`config.mk`:
```
export PLATFORM = sky130hd
export DESIGN_NAME = axi_write_arbiter
export DESIGN_NICKNAME = d
export VERILOG_FILES = /design/src/rtl/axi_write_arbiter.sv
export SDC_FILE = /design/constraint.sdc
export NUM_CORES = 1
export LEC_CHECK = 0
export CORE_AREA = 2 2 125 127
export DETAILED_ROUTE_END_ITERATION = 6
export DIE_AREA = 0 0 127 129
export GPL_TIMING_DRIVEN = 1
export PLACE_DENSITY = 0.53
export SYNTH_ARGS = -nofsm -noshare
export SYNTH_HDL_FRONTEND = slang
export SYNTH_SLANG_ARGS = --single-unit
```
`constraint.sdc`:
```
create_clock -name ACLK -period 2.1 [get_ports ACLK]
set_input_delay 0.63 -clock ACLK [delete_from_list [all_inputs] [get_ports ACLK]]
set_output_delay 0.63 -clock ACLK [all_outputs]
set_load 0.005 [all_outputs]
```
`src/rtl/axi_write_arbiter.sv`:
```
// Two-master round-robin arbiter for one AXI3-style write slave.
// One whole write (AW, all W beats, B) is owned by a single master at a time.
// The slave always sees a WLAST derived from AWLEN, not the master's own WLAST.
module axi_write_arbiter #(
  parameter int unsigned ADDR_W = 32,
  parameter int unsigned DATA_W = 32,
  parameter int unsigned ID_W   = 4
) (
  input  logic                ACLK,
  input  logic                ARESET,
  // Master 0
  input  logic [ID_W-1:0]     m0_AWID,
  input  logic [ADDR_W-1:0]   m0_AWADDR,
  input  logic [3:0]          m0_AWLEN,
  input  logic [2:0]          m0_AWSIZE,
  input  logic [1:0]          m0_AWBURST,
  input  logic [8:0]          m0_AWATTR,
  input  logic                m0_AWVALID,
  output logic                m0_AWREADY,
  input  logic [ID_W-1:0]     m0_WID,
  input  logic [DATA_W-1:0]   m0_WDATA,
  input  logic [DATA_W/8-1:0] m0_WSTRB,
  input  logic                m0_WLAST,
  input  logic                m0_WVALID,
  output logic                m0_WREADY,
  output logic [ID_W-1:0]     m0_BID,
  output logic [1:0]          m0_BRESP,
  output logic                m0_BVALID,
  input  logic                m0_BREADY,
  // Master 1
  input  logic [ID_W-1:0]     m1_AWID,
  input  logic [ADDR_W-1:0]   m1_AWADDR,
  input  logic [3:0]          m1_AWLEN,
  input  logic [2:0]          m1_AWSIZE,
  input  logic [1:0]          m1_AWBURST,
  input  logic [8:0]          m1_AWATTR,
  input  logic                m1_AWVALID,
  output logic                m1_AWREADY,
  input  logic [ID_W-1:0]     m1_WID,
  input  logic [DATA_W-1:0]   m1_WDATA,
  input  logic [DATA_W/8-1:0] m1_WSTRB,
  input  logic                m1_WLAST,
  input  logic                m1_WVALID,
  output logic                m1_WREADY,
  output logic [ID_W-1:0]     m1_BID,
  output logic [1:0]          m1_BRESP,
  output logic                m1_BVALID,
  input  logic                m1_BREADY,
  // Slave
  output logic [ID_W-1:0]     s_AWID,
  output logic [ADDR_W-1:0]   s_AWADDR,
  output logic [3:0]          s_AWLEN,
  output logic [2:0]          s_AWSIZE,
  output logic [1:0]          s_AWBURST,
  output logic [8:0]          s_AWATTR,
  output logic                s_AWVALID,
  input  logic                s_AWREADY,
  output logic [ID_W-1:0]     s_WID,
  output logic [DATA_W-1:0]   s_WDATA,
  output logic [DATA_W/8-1:0] s_WSTRB,
  output logic                s_WLAST,
  output logic                s_WVALID,
  input  logic                s_WREADY,
  input  logic [ID_W-1:0]     s_BID,
  input  logic [1:0]          s_BRESP,
  input  logic                s_BVALID,
  output logic                s_BREADY,
  // Status
  output logic                grant,
  output logic                busy,
  output logic                err_len
);

  typedef enum logic [1:0] {StIdle, StAddr, StData, StResp} state_e;

  state_e     state_q;
  logic       grant_q, busy_q, prio_q, err_len_q;
  logic [3:0] len_q, cnt_q;

  logic in_addr, in_data, in_resp;
  logic sel_awvalid, sel_wvalid, sel_wlast, sel_bready;
  logic [3:0] sel_awlen;
  logic aw_hs, w_hs, b_hs, last_beat;

  assign in_addr   = (state_q == StAddr);
  assign in_data   = (state_q == StData);
  assign in_resp   = (state_q == StResp);
  assign last_beat = (cnt_q == len_q);

  assign aw_hs = in_addr & sel_awvalid & s_AWREADY;
  assign w_hs  = in_data & sel_wvalid & s_WREADY;
  assign b_hs  = in_resp & s_BVALID & sel_bready;

  assign grant   = grant_q;
  assign busy    = busy_q;
  assign err_len = err_len_q;

  // Control signals of the currently granted master.
  always_comb begin
    sel_awvalid = grant_q ? m1_AWVALID : m0_AWVALID;
    sel_awlen   = grant_q ? m1_AWLEN   : m0_AWLEN;
    sel_wvalid  = grant_q ? m1_WVALID  : m0_WVALID;
    sel_wlast   = grant_q ? m1_WLAST   : m0_WLAST;
    sel_bready  = grant_q ? m1_BREADY  : m0_BREADY;
  end

  // Channel steering; handshakes only open in their own phase and only for the owner.
  always_comb begin
    s_AWID     = grant_q ? m1_AWID    : m0_AWID;
    s_AWADDR   = grant_q ? m1_AWADDR  : m0_AWADDR;
    s_AWLEN    = sel_awlen;
    s_AWSIZE   = grant_q ? m1_AWSIZE  : m0_AWSIZE;
    s_AWBURST  = grant_q ? m1_AWBURST : m0_AWBURST;
    s_AWATTR   = grant_q ? m1_AWATTR  : m0_AWATTR;
    s_AWVALID  = in_addr & sel_awvalid;
    s_WID      = grant_q ? m1_WID     : m0_WID;
    s_WDATA    = grant_q ? m1_WDATA   : m0_WDATA;
    s_WSTRB    = grant_q ? m1_WSTRB   : m0_WSTRB;
    s_WLAST    = in_data & last_beat;
    s_WVALID   = in_data & sel_wvalid;
    s_BREADY   = in_resp & sel_bready;
    m0_AWREADY = in_addr & ~grant_q & s_AWREADY;
    m1_AWREADY = in_addr &  grant_q & s_AWREADY;
    m0_WREADY  = in_data & ~grant_q & s_WREADY;
    m1_WREADY  = in_data &  grant_q & s_WREADY;
    m0_BVALID  = in_resp & ~grant_q & s_BVALID;
    m1_BVALID  = in_resp &  grant_q & s_BVALID;
    m0_BID     = (in_resp & ~grant_q) ? s_BID   : '0;
    m0_BRESP   = (in_resp & ~grant_q) ? s_BRESP : '0;
    m1_BID     = (in_resp &  grant_q) ? s_BID   : '0;
    m1_BRESP   = (in_resp &  grant_q) ? s_BRESP : '0;
  end

  // Transaction FSM; err_len is registered, so it is high the cycle after the bad beat.
  always_ff @(posedge ACLK) begin
    if (ARESET) begin
      state_q   <= StIdle;
      grant_q   <= 1'b0;
      busy_q    <= 1'b0;
      prio_q    <= 1'b0;
      err_len_q <= 1'b0;
      len_q     <= 4'd0;
      cnt_q     <= 4'd0;
    end else begin
      err_len_q <= 1'b0;
      case (state_q)
        StIdle: begin
          if (m0_AWVALID || m1_AWVALID) begin
            grant_q <= (m0_AWVALID && m1_AWVALID) ? prio_q : m1_AWVALID;
            busy_q  <= 1'b1;
            state_q <= StAddr;
          end
        end
        StAddr: begin
          if (aw_hs) begin
            len_q   <= sel_awlen;
            cnt_q   <= 4'd0;
            state_q <= StData;
          end
        end
        StData: begin
          if (w_hs) begin
            cnt_q     <= cnt_q + 4'd1;
            err_len_q <= (sel_wlast != last_beat);
            if (last_beat) state_q <= StResp;
          end
        end
        StResp: begin
          if (b_hs) begin
            prio_q  <= ~grant_q;
            busy_q  <= 1'b0;
            state_q <= StIdle;
          end
        end
        default: state_q <= StIdle;
      endcase
    end
  end

endmodule

```
==> run metrics <==
outcome=complete, but fails checks; violated checks=negative setup slack; Switching Share=32.4%; first-pass GRT wire length=20,500 µm; Multi-input gate area=1990 µm²; VDD IR-drop max=0.316 mV; Critical Path AT=1550 ps; fin cells=803; Top FF cell, synth=dfxtp_1; YS warnings=0; RePlAce Congestion=0.837; Nets=828; Placed Cells=761; Async SR Flop Fraction=0%; final setup TNS=-1870 ps; aggregate global routing overflow=0; final hold vios=0; Pwr per Cell Area=548 nW/µm²; vias in the first global route=3,452; Clock H-tree levels=1; Fin Hold WS=482 ps; logic gate share of total power=79.5%; post-synthesis sequential area ratio=13.6%; startpoint types=register; sw power=1.16 mW; CP endpoint kind=output pin; DRT Pass-1 Iters=4; CTS tree=built; HP Class=reg2reg; part of the power in registers=10.2%; final WL=15,100 µm; port bufs=325; drt wl/cell=18.9 µm; Register Area=287 µm²; Worst Path Max Fanout=5; Worst Tran Pin Value=593 ps; I/O pin total=326; Pleak=2.91 nW; Die ar.=16,400 µm²; Syn Inst Count=229; Synth area leader=mux2_2; Clock Skews=1.42 ps; synthesized area per cell=8.98 µm²; post-route clock period utilization=104%; Synth Cell Area=2060 µm²; shortest period the worst path allows=2180 ps; maxcap violations=0; drt first-iter violations=66; TritonCTS Sinks=14; internal power=2.41 mW; Yosys top cell area share=52.0%; Max Clock Freq=0.458 GHz; Worst Setup Path Type=reg2out; drt drc=0; CP Cell Sequence=buf_6 > buf_6 > buf_8 > clkbuf_16 > mux2_4 > buf_6; Chip Width=127 µm; core area=15,000 µm²; Final Max Tran Viols=0; Clk Tree Root Cell=clkbuf_16; Netlist cell types=31; gr usage total=16.3%; Clock transition at path regs=50 ps; clock network fraction of total power=10.3%; Placement Rows=45; register bit total from synthesis=14; slew margin rel.=60.4%; required time worst endpoint=1470 ps; most frequent cells in the layout=clkdlybuf4s50_1, buf_6, mux2_4, buf_2, mux2_2; Worst path slowest cell=dfxtp_4; total power=3.57 mW; Area growth syn-to-layout=217%; count of final setup violators=29; Initial Util=13.7%; RSZ-0062 raised after global routing=true; critical path's most frequent cell=buf_6; Clock Path Buffers=2; main area contributors after synthesis=mux2_2, dfxtp_1, ha_1, nor2_1, and3_1; hpwl dp=11,500 µm; # fillers=1,469; layout cell share with drive strength beyond 1=48.7%; fin util=43.5%; antenna-violating nets left=0; pin count of the biggest net entering global routing=22; total CTS buffers=3; initial antenna violation count=1; Post-synth EDFFs=0; Via Count=3,336; commonest non-fill, non-tap cell in the layout=clkdlybuf4s50_1; setup ws final=-83.2 ps; worst skew pair latency=240 ps; die height=129 µm; CP max stage delay=360 ps; Vias/cell=4.15; Mapped Nets=442
through the flow:
stage          setup slack, ps  cell area, µm²
4_1_cts                   -248            6160
2_1_floorplan             42.0            2060
3_3_place_gp              -422            5770
3_5_place_dp              -424            5770
5_1_grt                   -120            6520
6_report                 -83.2            6520
synthesized netlist by cell type, types with 2 or more instances:
master,count
nor3_1,4
nand3_1,2
buf_2,4
mux2i_1,3
nor2b_1,6
and2_1,9
nand2_1,4
and3_1,10
nor2_1,19
or3_1,2
nand4_1,2
clkbuf_1,10
o21ai_0,3
dfxtp_1,14
xnor2_1,5
a21oi_1,8
inv_1,4
ha_1,6
mux2_2,95
nand2b_1,3
o21ai_1,6
power groups by stage:
stage,clock network [mW],registers (mW),logic [mW]
after floorplan,0,0.352,0.847
after global placement,0,0.367,2.22
after detailed placement,0,0.368,2.25
after CTS,0.377,0.358,2.62
after global routing,0.395,0.372,3.02
final,0.366,0.365,2.84
what timing repair did:
item | CTS | global route
endpoints found under the hold margin | 0 | 0
setup endpoints to repair | 121 | 97
cloned | 7 | 4
pin swaps | 2 | 5
gates resized for setup | 532 | 98
hold buffers | 0 | 0
buffers inserted | 30 | 3
final timing paths:
check             slack, ps    from      endpoint  cells past startpoint
setup / recovery        -80   grant  s_AWBURST[1]                      6
hold / removal          480  prio_q        prio_q                      2
setup reg to reg         80   grant    state_q[1]                     10
hold reg to reg         480  prio_q        prio_q                      2
final cells by class:
| class | count | area share [%] |
|---|---|---|
| antenna | 1 | 0.0384 |
| clock buffer | 4 | 1.21 |
| inverter | 4 | 0.230 |
| multi-input combinational | 196 | 30.5 |
| sequential | 14 | 4.40 |
| tap | 188 | 3.61 |
| timing repair buffer | 396 | 60.0 |
registers in the layout, summed over array words and instances, names as in the netlist:
register  cells
cnt_q         4
len_q         4
state_q       2
busy          1
err_len       1
grant         1
prio_q        1
worst max-delay path: cells and delay by family (launching register included):
family,cells,cell delay [ps]
mux,1,300
buf+inv,5,640
flops,1,360
logic make-up after synthesis:
group	share of synthesized area (%)
compound gates	7.06
xor+xnor	2.13
fa+ha+maj	3.65
buf+inv	4.08
flops	13.6
mux	53.5
simple gates	16.0
metal layers:
layer,up-vias,track usage (%),routed length [µm]
li1,1606,-,-
met1,1580,18.7,5860
met2,131,32.2,8200
met3,19,2.70,851
met4,0,2.13,227
met5,-,0,0
(Power assumes the default switching activity.)
